==> src/rtl/seg_serial_driver_if.sv <==
// Request/status bundle for the 7-segment serial chain driver.
// The master issues frames; the slave (driver) reports progress.
interface seg_serial_driver_if #(
  parameter int DIGITS = 8
);
  logic                  start;
  logic                  raw_mode;
  logic [4*DIGITS-1:0]   data;
  logic [8*DIGITS-1:0]   raw;
  logic [DIGITS-1:0]     dp;
  logic                  busy;
  logic                  done;

  modport master (
    output start,
    output raw_mode,
    output data,
    output raw,
    output dp,
    input  busy,
    input  done
  );

  modport slave (
    input  start,
    input  raw_mode,
    input  data,
    input  raw,
    input  dp,
    output busy,
    output done
  );
endinterface

==> src/rtl/seg_serial_driver.sv <==
// Serial shifter for a chain of 7-segment digits (hex or raw bytes),
// with an optional free-running auto-refresh trigger.
module seg_serial_driver #(
  parameter int DIGITS  = 8,
  parameter int CLK_DIV = 2,
  parameter int REFRESH = 0
) (
  input  logic               clk,
  input  logic               rst_n,
  seg_serial_driver_if.slave bus,
  output logic               o_segclk,
  output logic               o_segdt,
  output logic               o_segclr,
  output logic               o_segen
);

  localparam int NB = 8 * DIGITS;
  localparam int BW = $clog2(NB);
  localparam int RW =
    (REFRESH > 1) ? $clog2(REFRESH) : 1;
  localparam logic [7:0] DIV_M1 =
    8'(CLK_DIV - 1);
  localparam logic [BW-1:0] LAST =
    BW'(NB - 1);

  typedef enum logic [1:0] {
    IDLE,
    LOW,
    HIGH,
    FIN
  } state_t;

  state_t          r_state;
  logic [NB-1:0]   r_shift;
  logic [7:0]      r_cnt;
  logic [BW-1:0]   r_bit;
  logic            r_busy;
  logic            r_done;
  logic            r_segclk;
  logic            r_segdt;
  logic            r_on;
  logic            w_ref_tick;
  logic            w_go;
  logic [NB-1:0]   w_frame;

  function automatic logic [7:0] hex7(
    input logic [3:0] n
  );
    logic [7:0] s;
    s = 8'hFF;
    unique case (n)
      4'h0: s = 8'hC0;
      4'h1: s = 8'hF9;
      4'h2: s = 8'hA4;
      4'h3: s = 8'hB0;
      4'h4: s = 8'h99;
      4'h5: s = 8'h92;
      4'h6: s = 8'h82;
      4'h7: s = 8'hF8;
      4'h8: s = 8'h80;
      4'h9: s = 8'h90;
      4'hA: s = 8'h88;
      4'hB: s = 8'h83;
      4'hC: s = 8'hC6;
      4'hD: s = 8'hA1;
      4'hE: s = 8'h86;
      4'hF: s = 8'h8E;
    endcase
    return s;
  endfunction

  // Digit DIGITS-1 lands in the top byte so it leaves first.
  always_comb begin
    w_frame = '0;
    for (int i = 0; i < DIGITS; i++) begin
      if (bus.raw_mode)
        w_frame[8*i +: 8] = bus.raw[8*i +: 8];
      else
        w_frame[8*i +: 8] =
          hex7(bus.data[4*i +: 4]) &
          ~{bus.dp[i], 7'b0};
    end
  end

  generate
    if (REFRESH > 0) begin : g_ref
      logic [RW-1:0] r_ref;
      assign w_ref_tick =
        (r_ref == RW'(REFRESH - 1));
      always_ff @(posedge clk or negedge rst_n) begin
        if (!rst_n)
          r_ref <= '0;
        else if (w_ref_tick)
          r_ref <= '0;
        else
          r_ref <= r_ref + 1'b1;
      end
    end else begin : g_noref
      assign w_ref_tick = 1'b0;
    end
  endgenerate

  assign w_go = (r_state == IDLE) &&
                (bus.start || w_ref_tick);

  always_ff @(posedge clk or negedge rst_n) begin
    if (!rst_n) begin
      r_state  <= IDLE;
      r_shift  <= '0;
      r_cnt    <= '0;
      r_bit    <= '0;
      r_busy   <= 1'b0;
      r_done   <= 1'b0;
      r_segclk <= 1'b0;
      r_segdt  <= 1'b0;
      r_on     <= 1'b0;
    end else begin
      r_on   <= 1'b1;
      r_done <= 1'b0;
      unique case (r_state)
        IDLE: begin
          if (w_go) begin
            r_state <= LOW;
            r_shift <= w_frame;
            r_segdt <= w_frame[NB-1];
            r_busy  <= 1'b1;
            r_cnt   <= '0;
            r_bit   <= '0;
          end
        end
        LOW: begin
          if (r_cnt == DIV_M1) begin
            r_state  <= HIGH;
            r_segclk <= 1'b1;
            r_cnt    <= '0;
          end else begin
            r_cnt <= r_cnt + 8'd1;
          end
        end
        HIGH: begin
          if (r_cnt == DIV_M1) begin
            r_cnt    <= '0;
            r_segclk <= 1'b0;
            if (r_bit == LAST) begin
              r_state <= FIN;
              r_busy  <= 1'b0;
              r_done  <= 1'b1;
            end else begin
              r_state <= LOW;
              r_bit   <= r_bit + 1'b1;
              r_shift <= r_shift << 1;
              r_segdt <= r_shift[NB-2];
            end
          end else begin
            r_cnt <= r_cnt + 8'd1;
          end
        end
        FIN: begin
          r_state <= IDLE;
        end
        default: begin
          r_state <= IDLE;
        end
      endcase
    end
  end

  assign bus.busy = r_busy;
  assign bus.done = r_done;
  assign o_segclk = r_segclk;
  assign o_segdt  = r_segdt;
  assign o_segclr = r_on;
  assign o_segen  = r_on;

endmodule

==> src/flat_wrapper.sv <==
// flat-port wrapper written by rule: the top's interface ports become plain ports
module seg_serial_driver_flat 
#(
  parameter int DIGITS  = 8,
  parameter int CLK_DIV = 2,
  parameter int REFRESH = 0
)
  (clk, rst_n, o_segclk, o_segdt, o_segclr, o_segen, bus_start, bus_raw_mode, bus_data, bus_raw, bus_dp, bus_busy, bus_done);
  seg_serial_driver_if #(.DIGITS(DIGITS)) bus_i ();
  input  logic clk;
  input  logic rst_n;
  output logic o_segclk;
  output logic o_segdt;
  output logic o_segclr;
  output logic o_segen;
  input wire logic [$bits(bus_i.start)-1:0] bus_start;
  input wire logic [$bits(bus_i.raw_mode)-1:0] bus_raw_mode;
  input wire logic [$bits(bus_i.data)-1:0] bus_data;
  input wire logic [$bits(bus_i.raw)-1:0] bus_raw;
  input wire logic [$bits(bus_i.dp)-1:0] bus_dp;
  output wire logic [$bits(bus_i.busy)-1:0] bus_busy;
  output wire logic [$bits(bus_i.done)-1:0] bus_done;
  assign bus_i.start = bus_start;
  assign bus_i.raw_mode = bus_raw_mode;
  assign bus_i.data = bus_data;
  assign bus_i.raw = bus_raw;
  assign bus_i.dp = bus_dp;
  assign bus_busy = bus_i.busy;
  assign bus_done = bus_i.done;
  seg_serial_driver #(.DIGITS(DIGITS), .CLK_DIV(CLK_DIV), .REFRESH(REFRESH)) u_core (.clk(clk), .rst_n(rst_n), .bus(bus_i), .o_segclk(o_segclk), .o_segdt(o_segdt), .o_segclr(o_segclr), .o_segen(o_segen));
endmodule
==> config.mk <==
export PLATFORM = sky130hd
export DESIGN_NAME = seg_serial_driver_flat
export DESIGN_NICKNAME = d
export VERILOG_FILES = /design/src/rtl/seg_serial_driver_if.sv /design/src/rtl/seg_serial_driver.sv /design/src/flat_wrapper.sv
export SDC_FILE = /design/constraint.sdc
export NUM_CORES = 1
export LEC_CHECK = 0
export BUFFER_PORTS_ARGS = -buffer_cell sky130_fd_sc_hd__buf_4
export CAP_MARGIN = 20
export CORE_MARGIN = 2
export CORE_UTILIZATION = 39
export DETAILED_ROUTE_END_ITERATION = 12
export SLEW_MARGIN = 40
export SYNTH_ARGS = -nofsm -noshare
export SYNTH_HDL_FRONTEND = slang
export SYNTH_SLANG_ARGS = --single-unit
==> constraint.sdc <==
create_clock -name clk -period 3.15 [get_ports clk]
set_input_delay 0.63 -clock clk [delete_from_list [all_inputs] [get_ports clk]]
set_output_delay 0.63 -clock clk [all_outputs]
set_load 0.01 [all_outputs]
; ---- Word-level counts from Yosys, hierarchy flattened
; Memory sizes are Yosys's and may differ from the RTL's.
; Cells that the tools add are included.
[word_totals]
out_inout_bits = 6
ff_bits = 84
romBits = 896
input_bits = 108
memories = 8
[memory_table]
columns = memory, depth, word_bits, rd, rd_ports_with_merged_regs, write_ports, line
row1 = (name not given), 16, 7, 1, 0, 0, seg_serial_driver.sv:51  ; unique case (n)
row2 = (name not given), 16, 7, 1, 0, 0, seg_serial_driver.sv:51
row3 = (name not given), 16, 7, 1, 0, 0, seg_serial_driver.sv:51
row4 = (name not given), 16, 7, 1, 0, 0, seg_serial_driver.sv:51
row5 = (name not given), 16, 7, 1, 0, 0, seg_serial_driver.sv:51
row6 = (name not given), 16, 7, 1, 0, 0, seg_serial_driver.sv:51
row7 = 2 more memories, n/a, n/a, n/a, n/a, n/a, n/a
[classes]
n_bitwise = 16
n_reduce_logical = 11
add_sub_neg = 2
n_eq_ne = 10
n_mux = 46
[op_table]
columns = cell, count
row1 = $mux W63, 3
row2 = $mux W8, 18
row3 = $pmux W63 S2, 1
row4 = $and A8 B8 Y8, 8
row5 = $not A8 Y8, 8
row6 = $mux W6, 3
row7 = $pmux W8 S2, 1
row8 = $pmux W6 S2, 1
row9 = $mux W1, 11
row10 = $add A8 B1 Y8 const B, 1
row11 = $eq A8 B1 Y1 const B, 1
row12 = $mux W2, 4
row13 = $ne A2 B1 Y1 const B, 4
row14 = $pmux W2 S4, 1
row15 = $reduce_and A4 Y1, 2
row16 = $add A6 B1 Y6 const B, 1
row17 = $eq A6 B6 Y1 const B, 1
row18 = $pmux W1 S2, 3
row19 = $reduce_and A3 Y1, 2
row20 = $reduce_bool A2 Y1, 3
row21 = $eq A2 B2 Y1 const B, 2
row22 = $eq A2 B1 Y1 const B, 1
row23 = $logic_not A2 Y1, 1
row24 = $ne A2 B2 Y1 const B, 1
row25 = 3 further kinds, 3

; ---- Depth between registers and ports, before layout
; Gate-level depths: netlist of run 1.
; An unclocked memory read counts as a cell.
[depth]
word_depth = 6
mapped_depth = 10
depth_no_buf = 6

; ---- Worst setup path after synthesis of run 1
; OpenSTA, ideal clock, no wires.
[synth_timing]
kind = flip-flop to flip-flop
from = reg u_core.r_state[0]
to = reg u_core.r_shift[61]
setup_time_ps = 128
arrival_ps = 2159
n_path_buf = 3
path_stages_with_launch = 10
setup_slack_ps = 863
cell_sequence = dfrtp_1 inv_1 ha_1 buf_2 or4b_4 a2bb2oi_2 nor2_4 buf_6 buf_8 mux2_1
[synth_via]
elab_chain_cells = 4
[synth_rtl]
columns = item, line
row1 = start: declaration, seg_serial_driver.sv:33  ; state_t r_state;
row2 = start signal: assignment, seg_serial_driver.sv:108  ; r_state <= IDLE;
row3 = start signal: assignment, seg_serial_driver.sv:123  ; r_state <= LOW;
row4 = start signal: assignment, seg_serial_driver.sv:133  ; r_state <= HIGH;
row5 = $logic_not A2 Y1, "seg_serial_driver.sv:103, seg_serial_driver.sv:120"
row6 = $logic_and A1 B1 Y1, seg_serial_driver.sv:103  ; assign w_go = (r_state == IDLE) &&
row7 = $ne A2 B1 Y1 (no source line), n/a
row8 = $reduce_and A4 Y1 (no source line), n/a
row9 = end signal: assignment, seg_serial_driver.sv:124  ; r_shift <= w_frame;
row10 = end signal: assignment, seg_serial_driver.sv:151  ; r_shift <= r_shift << 1;
row11 = end: declaration, seg_serial_driver.sv:34  ; logic [NB-1:0] r_shift;
; Several ways; a longest one is shown, not always the timed one.
; A chain may end at the register's enable or synchronous reset.

; ---- Worst setup path after layout of run 1
[layout_timing]
from = reg u_core.r_state[0]
to = reg u_core.r_bit[3]
[layout_via]
elab_chain_cells = 4
[layout_rtl]
columns = item, line
row1 = $logic_not A2 Y1, "seg_serial_driver.sv:103, seg_serial_driver.sv:120"
row2 = $logic_and A1 B1 Y1, seg_serial_driver.sv:103
row3 = $ne A2 B1 Y1 (no source line), n/a
row4 = $reduce_and A4 Y1 (no source line), n/a
row5 = end signal: assignment, seg_serial_driver.sv:150  ; r_bit <= r_bit + 1'b1;
row6 = end: declaration, seg_serial_driver.sv:36  ; logic [BW-1:0] r_bit;
; Several ways; a longest one is shown, not always the timed one.

==> metrics.md, run 1 <==
| Metric | Value |
|---|---|
| Worst Clk Skew | `0.00639 ns` |
| Worst path required time | `3.39 ns` |
| CTS buffer count | `9` |
| Seq pwr share | `0.314` |
| # fillers | `1562` |
| Setup ws final | `0.558 ns` |
| Setup Buffers After CTS | `0` |
| Rows | `47` |
| PwrDens | `762 nW/µm²` |
| Area leader, netlist | `dfrtp_1` |
| Commonest non-fill, non-tap cells in the layout | `buf_4, dfrtp_1, o21ai_0, mux2_2, ha_1` |
| Crit path time final | `2.59 ns` |
| Status | `finished, final reports clean` |
| Total negative slack | `0 ns` |
| CTS tree | `yes` |
| Fin. Hold Viols | `0` |
| Internal reg-to-reg setup slack | `between 0.5 and 0.6 ns` |
| Crit-path slowest cell | `nand2_2` |
| Class of the worst hold path | `in -> async` |
| Gr ovfl total | `0` |
| Max incr delay on CP | `0.46 ns` |
| Max-cap violations | `0` |
| Tot GR Track Use | `0.210` |
| Routed wire per std cell | `between 15 and 20 µm` |
| Top cell by count, worst path | `buf_4` |
| P_int | `3.58 mW` |
| Initial antenna violation count | `0` |
| Dpl ws | `between 0.5 and 0.6 ns` |
| RSZ-0062 raised after global routing | `no` |
| Clock latency on the worst-skew pair | `around 0.34 ns` |
| Dpl hpwl | `13400 µm` |
| Io pins | `~110` |
| GP Congestion | `0.861` |
| Synth top area cells | `dfrtp_1, ha_1, mux2_2` |
| Fraction of registers with async set/reset | `1.00` |
| WP data arrival | `2.83 ns` |
| Crit path kind | `reg -> reg` |
| Worst vdd ir | `0.394 mV` |
| Post-synth top area share | `0.317` |
| Fin util | `0.477` |
| Root Driver | `clkbuf_16` |
| Critical path peak fanout | `33` |
| Via count | `roughly 6000` |
| Die width | `134 µm` |
| Max Freq | `0.386 GHz` |
| CTS max path bufs | `2` |
| Slew @ Worst Pin | `0.665 ns` |
| Nets | `959` |
| Cells after Synth | `708` |
| Slew Limit Fails | `0` |
| Area Growth Syn to Fin | `19.2%` |
| Die Height | `approximately 130 µm` |
| # DRC | `0` |
| P_leak | `3.50 nW` |
| Critical Path, Cell by Cell | `inv_1, ha_1, buf_4, inv_2, buf_4, o2bb2ai_4, nand2_2, o311ai_1` |
| Crit. End Element | `flop` |
| Largest net degree at the start of global routing | `46` |
| Yosys warns | `0` |
| Layout cells sized above 1 | `0.280` |
| Die area | `18100 µm²` |
| Sequential share of the synthesized area | `0.317` |
| Post_cts resized | `0` |
| First-pass GRT wire length | `30500 µm` |
| Most common cell after layout, fill and taps aside | `buf_4` |
| Power share of the combinational group | `0.513` |
| Mapped Area | `6630 µm²` |
| Final Cycle Share | `0.823` |
| Slew HR | `0.544` |
| Setup Viol. Count Final | `0` |
| Sw Share | `0.406` |
| Power consumption | `roughly 6.0 mW` |
| CTS clk-pin slew, worst paths | `about 0.06 ns` |
| Routed Antenna Nets | `0` |
| Clock sinks | `between 80 and 90` |
| Core area | `between 15000 and 20000 µm²` |
| Starting DRT DRC Count | `353` |
| Ant diodes | `0` |
| Vias in the first global route | `5971` |
| Clock share of power | `0.173` |
| H-tree level count | `3` |
| Routed wire length | `~19000 µm` |
| Syn_nets | `879` |
| Synth Area per Inst | `9.36 µm²` |
| Main synth FF type | `dfrtp_1` |
| Cell variety after synth | `62` |
| Initial Util | `0.400` |
| Via/cell ratio | `5.90` |
| First-pass DRT Iterations | `5` |
| Net switching power | `2.45 mW` |
| Post-synth EDFFs | `0` |
| Crit start category | `flop` |
| Port buffer count | `113` |
| Yosys reg bits | `84` |
| Hold-fix buffer count after cts | `0` |
-- path summary, 6_finish.rpt --
path | cells after the start | start | to
hold reg to reg | 1 | u_core.r_shift[58] | u_core.r_shift[58]
max in group asynchronous | 2 | rst_n | u_core.r_shift[46]
hold / removal | 1 | rst_n | u_core.r_cnt[7]
setup reg to reg | 8 | u_core.r_state[0] | u_core.r_bit[3]
setup / recovery | 8 | u_core.r_state[0] | u_core.r_bit[3]
min in group clk | 1 | u_core.r_shift[58] | u_core.r_shift[58]
-- layout make-up --
class,count,area (µm²),share of cell area
Multi-Input combinational cell,539,4170,0.528
Clock inverter,5,52.6,0.00665
Timing Repair Buffer,125,963,0.122
Sequential cell,84,2100,0.266
Clock buffer,11,233,0.0294
Inverter,29,109,0.0138
Tap cell,220,275,0.0348
-- cell families after synthesis --
group | after synthesis | synth area share
compound gates | 250 | 0.248
simple gates | 130 | 0.0991
mux | 89 | 0.154
buf+inv | 85 | 0.0553
flops | 84 | 0.317
fa+ha+maj | 63 | 0.119
xor+xnor | 6 | 0.00793
other cells | 1 | 0.000566
-- per-layer routing --
metal | vias to the layer above | wire length, µm | global-route usage
met5 | - | 0 | 0
met4 | 0 | 412 | 0.0725
met3 | 36 | 964 | 0.0355
met2 | 207 | 9130 | 0.352
met1 | 2925 | 8500 | 0.276
li1 | 2805 | - | -
-- sequential cells by signal (all words and copies together) (netlist names) --
register         count
u_core.r_cnt         8
u_core.r_shift      63
u_core.bus.busy      1
u_core.r_state       2
u_core.o_segdt       1
u_core.o_segclr      1
u_core.o_segclk      1
u_core.bus.done      1
u_core.r_bit         6
-- power by group through the flow --
stage / Clock [mW] / Sequential [mW] / Combinational, mW
final: 1.04 / 1.89 / 3.09
after global routing: 1.11 / 1.94 / 3.38
after CTS: 1.06 / 1.88 / 3.08
after detailed placement: 0 / 1.89 / 3.07
after global placement: 0 / 1.88 / 2.96
after floorplan: 0 / 1.79 / 2.33
-- cells in the mapped netlist (24+ instances only) --
master     n
ha_1      63
inv_1     27
a21oi_1   35
clkbuf_1  45
o31ai_1   24
o21ai_0   66
nor2_1    25
dfrtp_1   84
nand2_1   38
mux2_2    65
o22ai_1   42
-- per-stage QoR --
step                      hold WS [ns]  std cells  area [µm²]
final                            0.303       1013        7910
after detailed placement         0.470        997        7620
after global routing             0.345       1013        7910
after CTS                        0.327       1013        7910
after floorplan                  0.334        708        6630
after global placement           0.463        997        7620
-- critical path: cells and delay by family (launching register included) --
kind	cells	cell delay [ns]
AND/OR/NAND/NOR	1	0.46
adder cells (fa/ha/maj)	1	0.22
AO/OA/AOI/OAI	2	0.63
buffers and inverters	4	0.79
flip-flops	1	0.38
Note: power is estimated with default switching activity, not from simulation.
==> run 2, diff against run 1 <==
Clock period 3.15 ns to 2.4 ns, I/O delays scaled along.
==> run 2 against run 1 <==
  * Combinational power rose by 39%
  * Fmax increased by 15%
  * Sequential share of layout area shrank 0.72 points
  * Utilization is 1.3 points higher
  * Non-clock buffer count grew 16
  * Clock power grew 47%
  * Worst hold slack lost 0.29 ns
  * First-iteration DRC count rose by 36%
  * Register-to-register slack worse by 0.41 ns
  * Power up 38%
  * Largest power group unchanged
==> metrics.md, run 2 (same netlist as run 1, synthesis figures left out) <==
| Metric | Value |
|---|---|
| CTS max path bufs | `2` |
| Worst vdd ir | `0.512 mV` |
| Nets | `between 900 and 1000` |
| # fillers | `1557` |
| Port buffer count | `113` |
| Crit path time final | `2.26 ns` |
| CTS buffer count | `9` |
| Initial antenna violation count | `0` |
| Internal reg-to-reg setup slack | `between 0.1 and 0.15 ns` |
| Layout cells sized above 1 | `0.297` |
| Area Growth Syn to Fin | `22.5%` |
| Fin area | `8120 µm²` |
| Die area | `18100 µm²` |
| PwrDens | `1020 nW/µm²` |
| Status | `finished, final reports clean` |
| Total negative slack | `0 ns` |
| Rows | `47` |
| Max Freq | `0.443 GHz` |
| Vias in the first global route | `5768` |
| Register Area | `around 2100 µm²` |
| Grt met1 use | `0.275` |
| Most common cell after layout, fill and taps aside | `buf_4` |
| Slew HR | `0.648` |
| Crit start category | `flop` |
| Crit. End Element | `flop` |
| Final Cycle Share | `0.940` |
| Max-cap violations | `0` |
| Root Driver | `clkbuf_16` |
| Max reg flops | `63` |
| Fin. Hold Viols | `0` |
| Initial Util | `0.400` |
| Ant diodes | `0` |
| Die Height | `134 µm` |
| RSZ-0062 raised after global routing | `no` |
| Routed wire length | `18700 µm` |
| Top Registers | `u_core.r_shift (63), u_core.r_cnt (8), u_core.r_bit (6)` |
| Slew @ Worst Pin | `0.515 ns` |
| Commonest non-fill, non-tap cells in the layout | `buf_4, dfrtp_1, o21ai_0, mux2_2, ha_1` |
| CTS clk-pin slew, worst paths | `0.06 ns` |
| R2R depth | `7` |
| Setup Viol. Count Final | `0` |
| Area after DPL | `7780 µm²` |
| Area of the multi-input gates | `4180 µm²` |
| Register name with the most flops | `u_core.r_shift` |
| Io pins | `between 100 and 150` |
| Via count | `5894` |
| CTS tree | `yes` |
| Reg-to-Reg Start | `u_core.r_state[0]` |
| First-pass DRT Iterations | `5` |
| Gr ovfl total | `0` |
| Layer with the highest usage | `met2` |
| WP data arrival | `roughly 2.5 ns` |
| Tot GR Track Use | `0.206` |
| Worst path required time | `between 2 and 3 ns` |
| Worst r2r dst | `u_core.r_shift[61]` |
| Clock latency on the worst-skew pair | `0.34 ns` |
| First-pass GRT wire length | `29800 µm` |
| Starting DRT DRC Count | `481` |
| H-tree level count | `3` |
| Class of the worst hold path | `in -> async` |
| Routed Antenna Nets | `0` |
| Critical path peak fanout | `25` |
| # DRC | `0` |
| Crit path from | `u_core.r_state[0]` |
| Crit path kind | `reg -> reg` |
| Global-route track usage on met2 | `0.348` |
| Core area | `16600 µm²` |
| Largest net degree at the start of global routing | `45` |
| GP Congestion | `0.878` |
| Dpl hpwl | `about 14000 µm` |
| Via/cell ratio | `around 5.7` |
| Clock sinks | `84` |
| Die width | `about 130 µm` |
| Met3 usage | `0.0385` |
| Routed wire per std cell | `18.2 µm` |
| Slew Limit Fails | `0` |
| Worst Clk Skew | `0.0117 ns` |
| P_leak | `3.62 nW` |
-- run 2: changes by cell type in the layout (fill, tap and decap cells not counted) --
cell	change
a31oi_2	-1
a31oi_4	+1
buf_4	+12
buf_12	+4
bufinv_16	+1
clkbuf_1	-2
clkinv_2	-1
clkbuf_8	+1
inv_6	+1
-- run 2: power by group --
part	internal [mW]	switching (mW)
clock network	0.940	0.587
registers	2.08	0.408
logic	2.03	2.27
total	5.05	3.27
-- run 2: cell type report --
cell class                 instances  share of cell area
inverter                          29              0.0134
clock buffer                      10              0.0294
clock inverter                     6              0.0106
timing repair buffer             141               0.140
sequential                        84               0.259
tap                              220              0.0339
multi-input combinational        539               0.514
-- run 2: repair_timing --
action	in CTS	in global routing
hold buffers	0	0
resized for setup	0	1
buffers inserted	0	1
setup endpoints to repair	0	33
-- run 2: how the worst max path moves through the flow --
stage / to / slack, ns
4_1_cts: u_core.r_shift[61] / 0.06
2_1_floorplan: u_core.r_shift[61] / 0.11
3_5_place_dp: u_core.r_shift[33] / 0.08
3_3_place_gp: u_core.r_shift[49] / 0.12
6_report: u_core.r_shift[61] / 0.14
5_1_grt: u_core.r_shift[61] / 0.04
-- run 2: metrics by stage --
stage / hold slack, ns / utilization / power (mW) / worst slack [ns] / std cells
2_1_floorplan: 0.184 / - / 5.41 / 0.113 / 708
3_3_place_gp: 0.378 / 0.469 / 6.59 / 0.121 / 1012
3_5_place_dp: 0.382 / 0.469 / 6.78 / 0.0842 / 1012
4_1_cts: 0.0150 / 0.489 / 8.33 / 0.0577 / 1028
5_1_grt: 0.0223 / 0.490 / 8.89 / 0.0376 / 1029
6_report: 0.0161 / 0.490 / 8.32 / 0.145 / 1029
-- run 2: critical path, cell delays in order, from the launching register on --
cell and delay, ns:
dfrtp_1 0.41, inv_1 0.09, ha_1 0.21, or4b_4 0.51, a2bb2oi_2 0.17, nor2_4 0.17
buf_12 0.22, mux2_1 0.36
-- run 2: layer usage --
layer / wire [µm] / vias up
met5: 0 / -
met4: 251 / 0
met3: 902 / 18
met2: 8950 / 155
met1: 8620 / 2890
li1: - / 2831
